[config.mk]
export PLATFORM = sky130hd
export DESIGN_NAME = fifo_prog
export DESIGN_NICKNAME = d
export VERILOG_FILES = /design/src/rtl/fifo_prog_pkg.sv /design/src/rtl/fifo_prog_mem.sv /design/src/rtl/fifo_prog.sv
export SDC_FILE = /design/constraint.sdc
export NUM_CORES = 1
export LEC_CHECK = 0
export CORE_ASPECT_RATIO = 0.75
export CORE_MARGIN = 2
export CORE_UTILIZATION = 65
export CTS_CLUSTER_DIAMETER = 60
export CTS_CLUSTER_SIZE = 30
export DETAILED_ROUTE_END_ITERATION = 10
export PLACE_DENSITY = 0.85
export SYNTH_ARGS = -nofsm -noshare
export SYNTH_HDL_FRONTEND = slang
export SYNTH_SLANG_ARGS = --single-unit
[constraint.sdc]
create_clock -name clk -period 9.76 [get_ports clk]
set_input_delay 1.952 -clock clk [delete_from_list [all_inputs] [get_ports clk]]
set_output_delay 1.952 -clock clk [all_outputs]
set_load 0.005 [all_outputs]
[src/rtl/fifo_prog_pkg.sv]
// Shared types and constants for fifo_prog and wrappers around it.
package fifo_pkg;

    function automatic int cnt_w(input int depth);
        return $clog2(depth) + 1;
    endfunction

    typedef struct packed {
        logic full;
        logic empty;
        logic almost_full;
        logic almost_empty;
        logic overflow;
        logic underflow;
    } fifo_status_t;

    localparam logic RST_FULL         = 1'b0;
    localparam logic RST_EMPTY        = 1'b1;
    localparam logic RST_ALMOST_EMPTY = 1'b1;
    localparam logic RST_OVERFLOW     = 1'b0;
    localparam logic RST_UNDERFLOW    = 1'b0;

endpackage

[src/rtl/fifo_prog_mem.sv]
// DEPTH x WIDTH register array: synchronous write port, asynchronous read port.
module fifo_prog_mem #(
    parameter int WIDTH = 32,
    parameter int DEPTH = 16
) (
    input  logic                     clk,
    input  logic                     wr_en,
    input  logic [$clog2(DEPTH)-1:0] wr_addr,
    input  logic [WIDTH-1:0]         wr_data,
    input  logic [$clog2(DEPTH)-1:0] rd_addr,
    output logic [WIDTH-1:0]         rd_data
);

    logic [WIDTH-1:0] mem [DEPTH];

    always_ff @(posedge clk) begin
        if (wr_en) begin
            mem[wr_addr] <= wr_data;
        end
    end

    assign rd_data = mem[rd_addr];

endmodule

[src/rtl/fifo_prog.sv]
// Synchronous FIFO with programmable thresholds, flush and sticky errors.
// Define FIFO_PROG_FWFT_EN for first-word-fall-through reads.
module fifo_prog
    import fifo_pkg::*;
#(
    parameter int WIDTH = 32,
    parameter int DEPTH = 16,
    parameter int CNT_W = cnt_w(DEPTH)
) (
    input  logic             clk,
    input  logic             reset,
    input  logic             flush,
    input  logic             w_valid,
    input  logic [WIDTH-1:0] data_in,
    input  logic             r_ready,
    output logic [WIDTH-1:0] data_out,
    output logic             pre_full,
    output logic             pre_empty,
    input  logic [CNT_W-1:0] af_thresh,
    input  logic [CNT_W-1:0] ae_thresh,
    output logic             almost_full,
    output logic             almost_empty,
    output logic [CNT_W-1:0] count,
    input  logic             clr_err,
    output logic             overflow,
    output logic             underflow
);

    localparam int PTR_W = $clog2(DEPTH);
    localparam logic [CNT_W-1:0] FULL_CNT = CNT_W'(DEPTH);

    logic [PTR_W-1:0] wr_ptr;
    logic [PTR_W-1:0] rd_ptr;
    logic [PTR_W-1:0] rd_ptr_nxt;
    logic [PTR_W-1:0] rd_addr;
    logic [CNT_W-1:0] count_nxt;
    logic [WIDTH-1:0] rd_data;
    logic             wr_en;
    logic             rd_en;
    logic             ovf_set;
    logic             udf_set;

    // Acceptance uses the registered full/empty, so a read at full never frees
    // a slot for the write in the same cycle.
    always_comb begin
        wr_en      = w_valid && !pre_full && !flush && !reset;
        rd_en      = r_ready && !pre_empty && !flush && !reset;
        ovf_set    = w_valid && pre_full && !flush;
        udf_set    = r_ready && pre_empty && !flush;
        rd_ptr_nxt = rd_en ? rd_ptr + PTR_W'(1) : rd_ptr;
        count_nxt  = count;
        if (reset || flush) begin
            count_nxt = '0;
        end else if (wr_en && !rd_en) begin
            count_nxt = count + CNT_W'(1);
        end else if (rd_en && !wr_en) begin
            count_nxt = count - CNT_W'(1);
        end
    end

`ifdef FIFO_PROG_FWFT_EN
    assign rd_addr = rd_ptr_nxt;
`else
    assign rd_addr = rd_ptr;
`endif

    fifo_prog_mem #(
        .WIDTH (WIDTH),
        .DEPTH (DEPTH)
    ) u_mem (
        .clk     (clk),
        .wr_en   (wr_en),
        .wr_addr (wr_ptr),
        .wr_data (data_in),
        .rd_addr (rd_addr),
        .rd_data (rd_data)
    );

    always_ff @(posedge clk) begin
        if (reset || flush) begin
            wr_ptr <= '0;
            rd_ptr <= '0;
        end else begin
            if (wr_en) begin
                wr_ptr <= wr_ptr + PTR_W'(1);
            end
            rd_ptr <= rd_ptr_nxt;
        end
        count <= count_nxt;
    end

    always_ff @(posedge clk) begin
        if (reset) begin
            pre_full     <= RST_FULL;
            pre_empty    <= RST_EMPTY;
            almost_full  <= (af_thresh == '0);
            almost_empty <= RST_ALMOST_EMPTY;
        end else begin
            pre_full     <= (count_nxt == FULL_CNT);
            pre_empty    <= (count_nxt == '0);
            almost_full  <= (count_nxt >= af_thresh);
            almost_empty <= (count_nxt <= ae_thresh);
        end
    end

    always_ff @(posedge clk) begin
        if (reset) begin
            overflow  <= RST_OVERFLOW;
            underflow <= RST_UNDERFLOW;
        end else begin
            if (ovf_set) begin
                overflow <= 1'b1;
            end else if (clr_err) begin
                overflow <= 1'b0;
            end
            if (udf_set) begin
                underflow <= 1'b1;
            end else if (clr_err) begin
                underflow <= 1'b0;
            end
        end
    end

`ifdef FIFO_PROG_FWFT_EN
    // The next head bypasses memory when it is the word being written now.
    always_ff @(posedge clk) begin
        if (reset) begin
            data_out <= '0;
        end else if (count_nxt != '0) begin
            if (count == '0 || (count == CNT_W'(1) && rd_en)) begin
                data_out <= data_in;
            end else begin
                data_out <= rd_data;
            end
        end
    end
`else
    always_ff @(posedge clk) begin
        if (reset) begin
            data_out <= '0;
        end else if (rd_en) begin
            data_out <= rd_data;
        end
    end
`endif

endmodule

==> impl_results.rst, run 1 <==
.. list-table::
   :header-rows: 1

   * - Metric
     - Value
   * - Slack of the worst reg-to-reg path
     - 6600 ps
   * - Post-route non-filler standard cell count
     - 1,561
   * - Fin Setup TNS
     - 0 ps
   * - Clock-pin slew on the worst setup and hold paths
     - 100 ps
   * - Top FF cell, synth
     - edfxtp_1
   * - Library cell used as clock root buffer
     - clkbuf_16
   * - Largest net degree at the start of global routing
     - just under 80
   * - Detail Route Antenna Nets
     - 0
   * - Fill cells
     - 1,785
   * - Clock period minus final worst setup slack
     - 4550 ps
   * - Period Utilization, post-route
     - a little under half
   * - CP Data Required Time
     - 9990 ps
   * - Clock sink total
     - 563
   * - Worst slack at placement
     - roughly 4600 ps
   * - Starting utilization of the core area
     - 66.2%
   * - Pre-Repair DR Iteration Count
     - 5
   * - Routed wire length
     - 45,100 um
   * - FP Rows
     - 57
   * - Number of distinct standard cells referenced by the synthesized netlist
     - 46
   * - Placed Instances
     - 1,513
   * - Area added between synthesis and finish
     - 10.9%
   * - Post-route worst hold slack
     - 482 ps
   * - Share of layout cells above drive strength 1
     - roughly 20%
   * - Startpoint of the lowest-slack register-to-register path
     - rd_addr[1]
   * - Number of maximum-capacitance violations
     - 0
   * - Final-report max-slew violation count
     - 0
   * - # nets final
     - 1,164
   * - Worst-path fanout max
     - 25
   * - Fraction of registers with async set/reset
     - 0%
   * - Number of global-route vias before repair
     - between 10,000 and 15,000
   * - Kind of launch point of the worst setup path
     - input pin
   * - Post-synthesis net count
     - 1,081
   * - Synthesized area divided by synthesized cell count
     - approximately 21 um^2
   * - Worst supply voltage drop on vdd
     - 0.161 mV
   * - Transition time of the tightest slew-check pin
     - 1320 ps
   * - Source of the critical timing path
     - reset
   * - Clock skew
     - 14.4 ps
   * - Count of endpoints failing setup in the final report
     - 0
   * - Number of antenna violations at the first check in global routing
     - 0
   * - Setup repair after global routing missed its margin
     - no
   * - Outcome
     - finished clean
   * - CTS H-tree depth
     - 1
   * - Critical path class
     - input pin to flip-flop
   * - I/O pin cnt
     - 91
   * - Synthesized netlist cell count
     - approximately 1,000
   * - Maximum frequency from static timing analysis
     - approximately 0.22 GHz
   * - Setup Fix Bufs, Post-CTS
     - 0
   * - Worst reg2reg path depth
     - 4
   * - Post-layout worst setup margin
     - 5210 ps
   * - Number of synthesized flops with an enable pin
     - ~510
   * - Count of antenna diodes in the layout
     - 0
   * - Fin area
     - 0.0238 mm^2
   * - Drt initial violations
     - approximately 1,300
   * - Avg WL per Cell
     - roughly 29 um
   * - Number of buffers created by CTS
     - 27
   * - Number of port buffers
     - 90
   * - Total routing usage reported by global routing
     - 27.3%
   * - Largest buffer count on any clock path
     - 3
   * - Hold crit path type
     - flip-flop to flip-flop
   * - Floorplan Core Area
     - 0.0324 mm^2
   * - Yosys warning count
     - 0
   * - Max-slew headroom
     - 11.8%
   * - Sort of element at the end of the critical path
     - flip-flop
   * - Hold_buf cts
     - 0
   * - Pwr dens
     - 172 mW/mm^2
   * - Later-pin clock latency in the skew report
     - between 500 and 600 ps
   * - Number of vias per cell after detailed routing
     - about 6.6
   * - Register bit count reported by yosys
     - 563
   * - Number of instances resized during post-cts repair
     - 0
   * - Die area
     - 0.0345 mm^2
   * - Die width
     - 214 um
   * - Sequential cell area fraction in the yosys report
     - 76.4%
   * - Number of hold-slack violations in the final timing report
     - 0
   * - DRC viols
     - 0
   * - Detailed placer's ending HPWL
     - 25,000 um
   * - Endpoint of the most critical register-to-register path
     - data_out[7]
   * - Aggregate global routing overflow
     - 0
   * - Area of placed instances
     - 0.0229 mm^2
   * - Global-route wire length before repair
     - about 67,000 um
   * - Worst Setup EP
     - u_mem.mem[0][5]
   * - TritonCTS clock tree
     - yes
   * - Worst Path Arrival
     - between 4000 and 5000 ps
   * - Die Span Y
     - 161 um
   * - Final GP Congestion
     - ~0.83
   * - Leakage power
     - 7.43 nW
   * - Number of vias in the routed layout
     - 10,400
   * - Cell area after technology mapping
     - 0.0215 mm^2
==> layout make-up <==
cell class	count	area (um^2)	area share [%]
sequential	563	16400	68.9
multi-input combinational	387	4880	20.5
timing repair buffer	105	1010	4.26
clock buffer	31	691	2.90
tap	442	553	2.32
clock inverter	17	200	0.841
inverter	16	60.1	0.252
==> state kept, by name, indices dropped and copies added (netlist names) <==
| signal | count |
|---|---|
| u_mem.mem | 512 |
| data_out | 32 |
| count | 5 |
| rd_addr | 4 |
| wr_ptr | 4 |
| almost_empty | 1 |
| almost_full | 1 |
| overflow | 1 |
| pre_empty | 1 |
| pre_full | 1 |
| underflow | 1 |
==> per-stage QoR <==
| stage | total power, mW | utilization (%) |
|---|---|---|
| finish | 4.10 | 73.4 |
| global route | 4.22 | 73.4 |
| CTS | 4.12 | 73.4 |
| detailed placement | 2.83 | 70.6 |
| global placement | 2.83 | 70.6 |
| floorplan | 2.76 | - |
==> cells in the mapped netlist (all sizes together) (3+ instances only) <==
library cell / number / area (um^2)
edfxtp: 512 / 15400
mux4: 128 / 2880
dfxtp: 51 / 1020
nand2: 48 / 180
a22oi: 32 / 290
mux2i: 32 / 320
o211ai: 32 / 290
nor2: 28 / 138
clkbuf: 26 / 97.6
buf: 25 / 149
ha: 16 / 200
inv: 16 / 60.1
a21oi: 9 / 45.0
nand2b: 8 / 50.1
nand3: 7 / 35.0
nand4: 6 / 37.5
o21ai: 5 / 25.0
nor3: 4 / 20.0
xnor2: 4 / 35.0
nor2b: 3 / 18.8
xor2: 3 / 26.3
==> cells in the final DEF, fill, tap and decap left out, types with 8 or more instances in the layout <==
cell type          n
nor2_4            13
inv_1             15
edfxtp_1         512
dfxtp_1           49
buf_4             15
mux2i_1           32
o211ai_1          22
nand2b_1           8
o211ai_2          10
clkbuf_16         27
nand2_1           48
ha_1              16
clkdlybuf4s50_1   90
nor2_1            13
a21oi_1            9
mux4_2           128
a22oi_2           10
a22oi_1           22
==> how the worst min path moves through the flow <==
stage,to,depth (start not counted),slack (ps),from
after floorplan,overflow,2,460,overflow
after global placement,data_out[25],2,450,data_out[25]
after detailed placement,data_out[25],2,450,data_out[25]
after CTS,data_out[16],2,480,data_out[16]
after global routing,data_out[26],2,520,data_out[26]
final,data_out[16],2,480,data_out[16]
==> routing by layer <==
metal  wire, um  GRT usage (%)  up-vias
li1           -              -     4354
met1      17700           39.7     5394
met2      22100           43.8      546
met3       3810           4.67       80
met4       1470           8.24        0
met5          0              0        -
==> logic make-up (layout without fill, tap and decap cells) <==
kind of cell,count (synthesis),in the layout,synth area share (%)
xor gates and xnor gates,7,7,0.286
buffers and inverters,67,169,1.43
AOI/OAI and AO/OA,88,88,3.42
muxes,160,160,14.9
DFF,563,563,76.4
adders and majority gates,16,16,0.932
and+or+nand+nor,116,116,2.65
==> worst max-delay path, cell delays in order <==
cell and delay [ps]:
clkdlybuf4s50_1 570, or2_1 490, nor2_1 330, nand2_1 270, nor3_2 570, buf_4 570
==> power breakdown <==
group          switching, mW  leakage, nW  total, mW  internal, mW
sequential           0.00949         5.02       2.64          2.63
combinational         0.0766         1.98      0.136        0.0591
clock                  0.773        0.431       1.32         0.550
total                  0.859         7.43       4.10          3.24
(Power assumes the default switching activity.)
==> run 2: changes to the inputs <==
--- a/config.mk
+++ b/config.mk
@@ -7,11 +7,11 @@
 export LEC_CHECK = 0
 export CORE_ASPECT_RATIO = 0.75
 export CORE_MARGIN = 2
-export CORE_UTILIZATION = 65
+export CORE_UTILIZATION = 54
 export CTS_CLUSTER_DIAMETER = 60
 export CTS_CLUSTER_SIZE = 30
 export DETAILED_ROUTE_END_ITERATION = 10
-export PLACE_DENSITY = 0.85
+export PLACE_DENSITY = 0.75
 export SYNTH_ARGS = -nofsm -noshare
 export SYNTH_HDL_FRONTEND = slang
 export SYNTH_SLANG_ARGS = --single-unit
==> constraint.sdc (replaced) <==
create_clock -name clk -period 3.8 [get_ports clk]
set_input_delay 0.76 -clock clk [delete_from_list [all_inputs] [get_ports clk]]
set_output_delay 0.76 -clock clk [all_outputs]
set_load 0.005 [all_outputs]
==> impl_results.rst, run 2 (same netlist as run 1, synthesis figures left out) <==
.. list-table::
   :header-rows: 1

   * - Metric
     - Value
   * - Hold crit path type
     - flip-flop to flip-flop (unchanged)
   * - Routed wire length
     - 42,700 um (was 45,100 um)
   * - Die width
     - 234 um (was 214 um)
   * - Startpoint of the lowest-slack register-to-register path
     - count[0] (was rd_addr[1])
   * - Number of hold-slack violations in the final timing report
     - 0 (unchanged)
   * - Kind of launch point of the worst setup path
     - input pin (unchanged)
   * - Sort of element at the end of the critical path
     - flip-flop (unchanged)
   * - Global-route wire length before repair
     - 64,900 um (was 67,300 um)
   * - Pre-Repair DR Iteration Count
     - 5 (unchanged)
   * - I/O pin cnt
     - 91 (unchanged)
   * - # nets final
     - 1,196 (was 1,164)
   * - Transition time of the tightest slew-check pin
     - 951 ps (was 1320 ps)
   * - Maximum frequency from static timing analysis
     - 0.334 GHz
   * - CP Data Required Time
     - 4290 ps (was 9990 ps)
   * - Detail Route Antenna Nets
     - 0 (unchanged)
   * - Worst reg2reg path depth
     - 10 (was 4)
   * - Post-route worst hold slack
     - 479 ps (was 482 ps)
   * - Worst Setup EP
     - almost_empty (was u_mem.mem[0][5])
   * - Count of endpoints failing setup in the final report
     - 0 (unchanged)
   * - Avg WL per Cell
     - 25.6 um (was 28.9 um)
   * - Setup Fix Bufs, Post-CTS
     - 0 (unchanged)
   * - CTS H-tree depth
     - 1 (unchanged)
   * - Die area
     - 0.0414 mm^2 (was 0.0345 mm^2)
   * - Pwr dens
     - 435 mW/mm^2 (was 172 mW/mm^2)
   * - Max reg flops
     - 512 (unchanged)
   * - Number of port buffers
     - 90 (unchanged)
   * - Fin Setup TNS
     - 0 ps (unchanged)
   * - Max-slew headroom
     - 36.5% (was 11.8%)
   * - TritonCTS clock tree
     - yes (unchanged)
   * - Area added between synthesis and finish
     - 13.1% (was 10.9%)
   * - Aggregate global routing overflow
     - 0 (unchanged)
   * - Clock period minus final worst setup slack
     - 3000 ps
   * - Clock sink total
     - 563 (unchanged)
   * - Floorplan Core Area
     - 0.0393 mm^2 (was 0.0324 mm^2)
   * - Cell depth of the worst min-delay path
     - 2 (unchanged)
   * - Worst-path fanout max
     - 7 (was 25)
   * - Endpoint of the most critical register-to-register path
     - almost_empty (was data_out[7])
   * - Top reg by flops
     - u_mem.mem (unchanged)
   * - Largest buffer count on any clock path
     - 3 (unchanged)
   * - Most common cell after layout, fill and taps aside
     - edfxtp_1 (unchanged)
   * - Hold_buf cts
     - 0 (unchanged)
   * - Leading cell types in the layout, fill and taps excluded
     - edfxtp_1, mux4_2, clkdlybuf4s50_1 (unchanged)
   * - Later-pin clock latency in the skew report
     - 580 ps (was 590 ps)
   * - Registers with the most flip-flops
     - u_mem.mem (512), data_out (32), count (5) (unchanged)
   * - Total routing usage reported by global routing
     - 21.3% (was 27.3%)
   * - Clock skew
     - 15.9 ps (was 14.4 ps)
   * - Slack of the worst reg-to-reg path
     - 1100 ps (was 6600 ps)
   * - DRC viols
     - 0 (unchanged)
   * - Clock-pin slew on the worst setup and hold paths
     - 100 ps (about the same)
   * - Count of antenna diodes in the layout
     - 0 (unchanged)
   * - Number of instances resized during post-cts repair
     - 0 (unchanged)
   * - Number of vias in the routed layout
     - 10,200 (was 10,400)
   * - Drt initial violations
     - 1,076 (was 1,329)
   * - Number of antenna violations at the first check in global routing
     - 0 (unchanged)
   * - Leakage power
     - 7.60 nW (was 7.43 nW)
   * - Number of buffers created by CTS
     - 27 (unchanged)
   * - Library cell used as clock root buffer
     - clkbuf_16 (unchanged)
   * - Die Span Y
     - 177 um (was 161 um)
   * - Share of layout cells above drive strength 1
     - 22.6% (was 20.5%)
   * - Final GP Congestion
     - 0.817 (was 0.829)
   * - Period Utilization, post-route
     - 78.9%
   * - Critical path class
     - input pin to flip-flop (unchanged)
   * - Final-report max-slew violation count
     - 0 (unchanged)
   * - Worst Path Arrival
     - 3490 ps (was 4780 ps)
   * - Starting utilization of the core area
     - 54.6% (was 66.2%)
   * - FP Rows
     - 63 (was 57)
   * - Number of vias per cell after detailed routing
     - 6.12 (was 6.65)
   * - Number of global-route vias before repair
     - 10,500 (was 10,600)
   * - Number of maximum-capacitance violations
     - 0 (unchanged)
   * - Largest net degree at the start of global routing
     - 45 (was 78)
   * - Worst supply voltage drop on vdd
     - 0.385 mV (was 0.161 mV)
   * - Detailed placer's ending HPWL
     - 25,400 um (was 25,000 um)
   * - Outcome
     - finished clean (unchanged)
   * - Source of the critical timing path
     - w_valid (was reset)
   * - Setup repair after global routing missed its margin
     - no (unchanged)
-- run 2: cell types whose count changed in the layout (fill, tap and decap cells not counted), moves of 2 or more --
cell,previous run,this run
buf_4,15,40
buf_12,0,7
nor3_2,4,0
nor3_4,0,4
clkinv_8,5,2
clkinv_1,0,2
inv_12,0,2
inv_8,3,1
-- run 2: worst min-delay path by stage --
stage                             from           end  slack, ps
after detailed placement  data_out[10]  data_out[10]        460
after CTS                 data_out[10]  data_out[10]        480
after global routing          overflow      overflow        510
final                         overflow      overflow        480
after floorplan               overflow      overflow        460
after global placement    data_out[10]  data_out[10]        460
-- run 2: report_power, final --
| part | internal (mW) | total (mW) | switching [mW] | leakage [nW] |
|---|---|---|---|---|
| sequential | 6.77 | 6.79 | 0.0227 | 5.02 |
| clock | 1.47 | 3.41 | 1.94 | 0.431 |
| combinational | 0.158 | 0.349 | 0.191 | 2.15 |
-- run 2: metal layers --
metal | track usage [%] | wire (um)
met5 | 0 | 0
met2 | 33.8 | 20800
met3 | 2.92 | 2510
met1 | 32.2 | 18600
met4 | 4.51 | 829
-- run 2: cell type report --
| type | count | area (um^2) |
|---|---|---|
| clock buffers | 30 | 687 |
| clock inverters | 18 | 220 |
| fillers | 2625 | 15100 |
| inverters | 16 | 60.1 |
| multi-input cells | 387 | 4910 |
| flip-flops and latches | 563 | 16400 |
| well taps | 520 | 651 |
| repair buffers | 137 | 1340 |
-- run 2: metrics by stage --
| step | cells | utilization, % | cell area (um^2) | total power, mW | setup slack (ps) |
|---|---|---|---|---|---|
| finish | 1671 | 61.7 | 24300 | 10.5 | 803 |
| detailed placement | 1623 | 59.4 | 23400 | 7.28 | 278 |
| CTS | 1671 | 61.7 | 24300 | 10.6 | 849 |
| floorplan | 1017 | - | 21500 | 7.08 | 410 |
| global placement | 1623 | 59.4 | 23400 | 7.27 | 355 |
| global route | 1671 | 61.7 | 24300 | 10.9 | 586 |
-- run 2: worst max-delay path, stage by stage --
cell	delay, ps
clkdlybuf4s50_1	530
nor2b_1	430
nand2_1	180
a311oi_1	530
ha_1	350
nor2b_1	130
o21ai_0	140
nand2b_1	80
a211o_1	290
o2111ai_1	80
